==> src/rtl/tx_sched_ctrl.sv <==
// tx_sched_ctrl: transmit scheduler for the MAC TX path.
// Gates the start of each packet on a pending host length, enough data in
// the TX FIFO and an elapsed per-mode inter-packet gap. Stretches the gap
// after a configurable run of back-to-back packets and keeps the packet and
// byte statistics.
module tx_sched_ctrl #(
    parameter int FIFO_DEPTH_QWD = 32
) (
    input  logic        clk,
    input  logic        RESETN,
    input  logic        MODE_10G,
    input  logic        MODE_5G,
    input  logic        MODE_2P5G,
    input  logic        MODE_1G,
    input  logic        PKT_LEN_VLD,
    input  logic [12:0] PKT_LEN_QWD,
    output logic        PKT_LEN_ACK,
    input  logic [12:0] TXFIFO_WUSED_QWD,
    input  logic [5:0]  IPG_CFG,
    input  logic [5:0]  B2B_MAX,
    output logic        TX_START,
    input  logic        TX_DONE,
    input  logic [15:0] TX_DONE_BYTES,
    output logic        TX_BUSY,
    output logic [31:0] TX_PKT_SENT,
    output logic [31:0] TX_BYTE_SENT,
    output logic [5:0]  B2B_CNT,
    output logic [2:0]  SCHED_STATE,
    output logic        MODE_ERR,
    output logic        PROTO_ERR
);

    typedef enum logic [2:0] {
        ST_IDLE      = 3'd0,
        ST_WAIT_DATA = 3'd1,
        ST_START     = 3'd2,
        ST_XMIT      = 3'd3,
        ST_IPG       = 3'd4
    } state_t;

    // Start threshold can never exceed what the FIFO is able to hold.
    localparam logic [12:0] DEPTH_QWD = 13'(FIFO_DEPTH_QWD);

    state_t      state_reg,     state_next;
    logic [12:0] len_reg,       len_next;
    logic [3:0]  scale_reg,     scale_next;
    logic [10:0] ipg_cnt_reg,   ipg_cnt_next;
    logic [5:0]  b2b_cnt_reg,   b2b_cnt_next;
    logic [31:0] pkt_cnt_reg,   pkt_cnt_next;
    logic [31:0] byte_cnt_reg,  byte_cnt_next;
    logic        proto_err_reg, proto_err_next;
    logic        tx_start_reg,  tx_start_next;
    logic        busy_reg,      busy_next;

    logic [3:0]  mode_vec;
    logic [3:0]  mode_scale;
    logic        mode_err;
    logic [12:0] thr;
    logic        thr_met;
    logic [9:0]  gap_base;
    logic [6:0]  b2b_inc;
    logic        b2b_ext;
    logic [10:0] gap_total;

    assign mode_vec = {MODE_1G, MODE_2P5G, MODE_5G, MODE_10G};

    // Mode decode: gap multiplier for the selected speed, error unless one-hot.
    always_comb begin
        mode_scale = 4'd1;
        mode_err   = 1'b0;
        case (mode_vec)
            4'b0001: mode_scale = 4'd1;
            4'b0010: mode_scale = 4'd2;
            4'b0100: mode_scale = 4'd4;
            4'b1000: mode_scale = 4'd10;
            default: mode_err   = 1'b1;
        endcase
    end

    assign MODE_ERR = mode_err;

    // Start threshold: zero-length counts as one quadword, oversize packets
    // go cut-through once the FIFO is full.
    always_comb begin
        thr = len_reg;
        if (len_reg == 13'd0) begin
            thr = 13'd1;
        end else if (len_reg > DEPTH_QWD) begin
            thr = DEPTH_QWD;
        end
    end

    assign thr_met = (TXFIFO_WUSED_QWD >= thr);

    // Gap length for the packet just finished, doubled at the end of a
    // back-to-back run. Uses the mode latched when the packet was accepted.
    always_comb begin
        gap_base  = 10'(IPG_CFG) * 10'(scale_reg);
        b2b_inc   = {1'b0, b2b_cnt_reg} + 7'd1;
        b2b_ext   = (B2B_MAX != 6'd0) && (b2b_inc == {1'b0, B2B_MAX});
        gap_total = b2b_ext ? {gap_base, 1'b0} : {1'b0, gap_base};
    end

    // Scheduler next-state, statistics and registered-output decode.
    always_comb begin
        state_next     = state_reg;
        len_next       = len_reg;
        scale_next     = scale_reg;
        ipg_cnt_next   = ipg_cnt_reg;
        b2b_cnt_next   = b2b_cnt_reg;
        pkt_cnt_next   = pkt_cnt_reg;
        byte_cnt_next  = byte_cnt_reg;
        proto_err_next = proto_err_reg;

        case (state_reg)
            ST_IDLE: begin
                // An empty host queue ends the back-to-back run.
                if (!PKT_LEN_VLD) begin
                    b2b_cnt_next = 6'd0;
                end
                if (!mode_err && PKT_LEN_VLD) begin
                    len_next   = PKT_LEN_QWD;
                    scale_next = mode_scale;
                    state_next = ST_WAIT_DATA;
                end
            end
            ST_WAIT_DATA: begin
                if (thr_met) begin
                    state_next = ST_START;
                end
            end
            ST_START: begin
                state_next = ST_XMIT;
            end
            ST_XMIT: begin
                if (TX_DONE) begin
                    pkt_cnt_next  = pkt_cnt_reg + 32'd1;
                    byte_cnt_next = byte_cnt_reg + {16'd0, TX_DONE_BYTES};
                    b2b_cnt_next  = b2b_ext ? 6'd0 : b2b_inc[5:0];
                    if (gap_total == 11'd0) begin
                        state_next = ST_IDLE;
                    end else begin
                        ipg_cnt_next = gap_total;
                        state_next   = ST_IPG;
                    end
                end
            end
            ST_IPG: begin
                // Counter holds the remaining cycles including this one.
                if (ipg_cnt_reg <= 11'd1) begin
                    ipg_cnt_next = 11'd0;
                    state_next   = ST_IDLE;
                end else begin
                    ipg_cnt_next = ipg_cnt_reg - 11'd1;
                end
            end
            default: begin
                state_next = ST_IDLE;
            end
        endcase

        // An end-of-packet outside XMIT is a handshake violation; it is
        // recorded but otherwise ignored.
        if (TX_DONE && (state_reg != ST_XMIT)) begin
            proto_err_next = 1'b1;
        end

        // Outputs are registered, so decode them from the upcoming state.
        tx_start_next = (state_next == ST_START);
        busy_next     = (state_next == ST_START) || (state_next == ST_XMIT);
    end

    // State and statistics registers.
    always_ff @(posedge clk or negedge RESETN) begin
        if (!RESETN) begin
            state_reg     <= ST_IDLE;
            len_reg       <= 13'd0;
            scale_reg     <= 4'd1;
            ipg_cnt_reg   <= 11'd0;
            b2b_cnt_reg   <= 6'd0;
            pkt_cnt_reg   <= 32'd0;
            byte_cnt_reg  <= 32'd0;
            proto_err_reg <= 1'b0;
            tx_start_reg  <= 1'b0;
            busy_reg      <= 1'b0;
        end else begin
            state_reg     <= state_next;
            len_reg       <= len_next;
            scale_reg     <= scale_next;
            ipg_cnt_reg   <= ipg_cnt_next;
            b2b_cnt_reg   <= b2b_cnt_next;
            pkt_cnt_reg   <= pkt_cnt_next;
            byte_cnt_reg  <= byte_cnt_next;
            proto_err_reg <= proto_err_next;
            tx_start_reg  <= tx_start_next;
            busy_reg      <= busy_next;
        end
    end

    assign TX_START     = tx_start_reg;
    assign PKT_LEN_ACK  = tx_start_reg;
    assign TX_BUSY      = busy_reg;
    assign TX_PKT_SENT  = pkt_cnt_reg;
    assign TX_BYTE_SENT = byte_cnt_reg;
    assign B2B_CNT      = b2b_cnt_reg;
    assign SCHED_STATE  = state_reg;
    assign PROTO_ERR    = proto_err_reg;

endmodule

==> config.mk <==
export PLATFORM = sky130hd
export DESIGN_NAME = tx_sched_ctrl
export DESIGN_NICKNAME = d
export VERILOG_FILES = /design/src/rtl/tx_sched_ctrl.sv
export SDC_FILE = /design/constraint.sdc
export NUM_CORES = 1
export LEC_CHECK = 0
export BUFFER_PORTS_ARGS = -buffer_cell sky130_fd_sc_hd__buf_2
export CAP_MARGIN = 20
export CORE_ASPECT_RATIO = 1.1
export CORE_MARGIN = 2
export CORE_UTILIZATION = 51
export DETAILED_ROUTE_END_ITERATION = 10
export GPL_TIMING_DRIVEN = 0
export PLACE_DENSITY = 0.88
export RECOVER_POWER = 25
export SETUP_SLACK_MARGIN = 0.3
export SYNTH_ARGS = -nofsm -noshare
export SYNTH_HDL_FRONTEND = slang
export SYNTH_SLANG_ARGS = --single-unit
==> constraint.sdc <==
create_clock -name clk -period 3.5 [get_ports clk]
set_input_delay 0.175 -clock clk [delete_from_list [all_inputs] [get_ports clk]]
set_output_delay 0.175 -clock clk [all_outputs]
set_load 0.05 [all_outputs]
==> impl_metrics.toml <==
[sta]
setup-violations-final = 11
skew_ps = 8.00
finalHoldViolCount = 0
slew_headroom_pct = 9.54
max_freq_ghz = 0.272
rsz0062_at_grt = "yes"
finalCriticalPeriod_ps = 3680
slew_viol_final = 0
period_share_pct = 105
worst_pin_slew_ps = 1360
setup_ws_ps = -177

[global_route]
grt_max_degree = 54
grt_pass1_vias = 5740
grt-ovfl-total = 0
grt.total_usage_pct = 23.0
grt_pass1_wl_um = 26900
grt_antenna_before_repair = 0

[placed_design]
hpwl_um = 12100
gp_congestion = 0.854
post-place-cells = 1005
placed_cell_area_mm2 = 0.00781
port-buffer-count = 139

[die]
dieArea_mm2 = 0.0142
die_w_um = 114
fp.dieH_um = 125
fp-row-count = 44
start_util_pct = 51.8
io-pin-count = 140
core-area_mm2 = 0.0131

[layout]
nets = 985
postLayoutCellArea_mm2 = 0.00821
syn_to_final_growth_pct = 21.0
instances_no_fill = 1032
num-fill-cells = 1105
drive_gt1_share_pct = 24.3
final_cell_mix = "buf_2 (126), dfrtp_1 (100), nand2_1 (67)"
final_common_cell = "buf_2"
diodes = 0

[clocking]
htree_num_levels = 3
ctsLongestPathBuffers = 2
cts_tree = "built"
worstSkewPairLatency_ps = 350
path_clk_slew_ps = 70
numCtsBuffers = 9
cts-root-buf = "clkbuf_16"
cts.sinks = 104

[worst_setup_path]
critPathRequiredTime_ps = 3740
cp-end-kind = "flip-flop"
worstReg2RegEnd = "ipg_cnt_reg[2]"
rr_worst_depth = 13
critPathTopFamily = "adder cells"
timing.rr.start = "scale_reg[3]"
crit_top_cell = "fa_1"
slowest_delay_ps = 530
cp_cell_sequence = "nand2_1 -> fa_1 -> inv_1 -> fa_1 -> fa_2 -> a211oi_4 -> or4_1 -> nand4_1 -> nor4_4 -> buf_4 -> a31oi_4 -> buf_6 -> a22o_1"
critPathBufInv = 3
critPathKind = "reg2reg"
crit_fanout = 10
r2r_setup_slack_ps = -180
cp_slowest_cell = "fa_1"
arrival_ps = 3910
crit_path_start_kind = "flip-flop"

[routing]
postRouteWirelength_um = 16000
via_per_inst = 5.65
antenna_left = 0
firstDrtPassIters = 4
wire_per_inst_um = 15.5
drc = 0
vias = 5832
drt_iter0_drc = 412

[hold_path]
hp-class = "in2reg"
holdPathEnd = "len_reg[4]"
whs_path_depth = 2
min-delay-start = "PKT_LEN_QWD[4]"

[synth]
synth_area_mm2 = 0.00679
yosysTopAreaCell = "dfrtp_1"
synth-edff-count = 0
synth_area_per_cell_um2 = 9.72
synthCells = 698
synthTopCellsByArea = "dfrtp_1 (38%), ha_1 (8.7%), xnor2_1 (6.6%), nand2_1 (3.7%), o21ai_0 (3.2%)"
synth_async_sr_flop_share_pct = 100
ys.flop_type = "dfrtp_1"
synth.distinct_cells = 73
ys_seq_area_share_pct = 38.4
synth.yosys.warnings = 0
synth_top_area_share_pct = 38.0
yosys_register_bits = 104

[power]
total_power_mw = 5.62
p_leak_nw = 3.93
peakVddDrop_uv = 275
p_per_area_mw_per_mm2 = 684

[run_status]
violations = "setup timing"
status = "complete, but fails checks"

[flow_run]
drv_cap = 0
## cells by family (layout without fill, tap and decap cells)
group	after synthesis	count (layout)	share of synthesized area (%)
simple gates	257	257	20.5
compound gates	144	144	14.5
flops	104	104	38.4
xor+xnor	67	67	8.85
fa+ha+maj	56	56	11.3
buf+inv	47	214	2.89
mux	22	22	3.48
other cells	1	7	0.0553
## worst max path at each step
stage,slack [ps],cells past startpoint,from,end
floorplan,50,12,scale_reg[3],ipg_cnt_reg[4]
global placement,-240,12,scale_reg[3],ipg_cnt_reg[2]
detailed placement,-340,12,scale_reg[3],ipg_cnt_reg[7]
CTS,-80,14,scale_reg[3],ipg_cnt_reg[6]
global route,-320,13,scale_reg[3],ipg_cnt_reg[2]
finish,-180,13,scale_reg[3],ipg_cnt_reg[2]
## synthesized netlist by cell type, drive strengths merged, types with 7 or more instances
master,count
o21a,9
clkbuf,7
fa,9
a21oi,17
a21o,12
nor4,8
buf,11
xor2,15
a211oi,8
mux2i,9
and3,10
dfrtp,103
nand4,22
and2,24
ha,47
inv,29
nand3,32
a22o,8
xnor2,51
mux2,13
nor2,35
nand2,67
nor3,17
o21ai,47
nand2b,8
## worst register-to-register path: stages, from the launching register on
cell and delay [ps]:
dfrtp_2 400, nand2_1 90, fa_1 530, inv_1 50
fa_1 490, fa_2 440, a211oi_4 280, or4_1 160
nand4_1 180, nor4_4 320, buf_4 170, a31oi_4 100
buf_6 170, a22o_1 210
## report_power, final
group          total [mW]  internal, mW  switching [mW]
logic                2.89          1.08            1.81
clock network       0.959         0.489           0.470
registers            1.77          1.49           0.278
## timing repair
action                                 4_1_cts  5_1_grt
endpoints found under the hold margin       52        0
gates resized for setup                     12        3
setup endpoints to repair                   12       12
hold buffers                                 1        0
setup buffers                                8        3
pin swaps                                    6        5
## cell type report
type | instances | area [µm²] | area share (%)
tap | 161 | 201 | 2.45
sequential | 104 | 2610 | 31.7
timing repair buffer | 152 | 810 | 9.86
inverter | 29 | 109 | 1.33
clock buffer | 9 | 225 | 2.74
multi-input combinational | 553 | 4120 | 50.1
clock inverter | 6 | 50.0 | 0.609
buffer | 18 | 93.8 | 1.14
## per-layer routing
metal	up-vias	share of wire (%)	GRT usage, %
li1	2851	-	-
met5	-	0	0
met2	162	49	39.0
met4	0	1.8	8.32
met3	24	5.0	4.02
met1	2795	44	29.5
## through the flow
| stage | utilization (%) | hold WS (ps) | setup slack (ps) | setup TNS, ps |
|---|---|---|---|---|
| after global placement | 59.4 | 410 | -245 | -2210 |
| after CTS | 62.6 | 43.1 | -79.0 | -694 |
| after global routing | 62.7 | 40.0 | -321 | -3300 |
| after detailed placement | 59.6 | 258 | -339 | -3010 |
| final | 62.7 | 51.0 | -177 | -1580 |
| after floorplan | - | -121 | 45.7 | 0 |
Power figures use the tool's default switching activity.
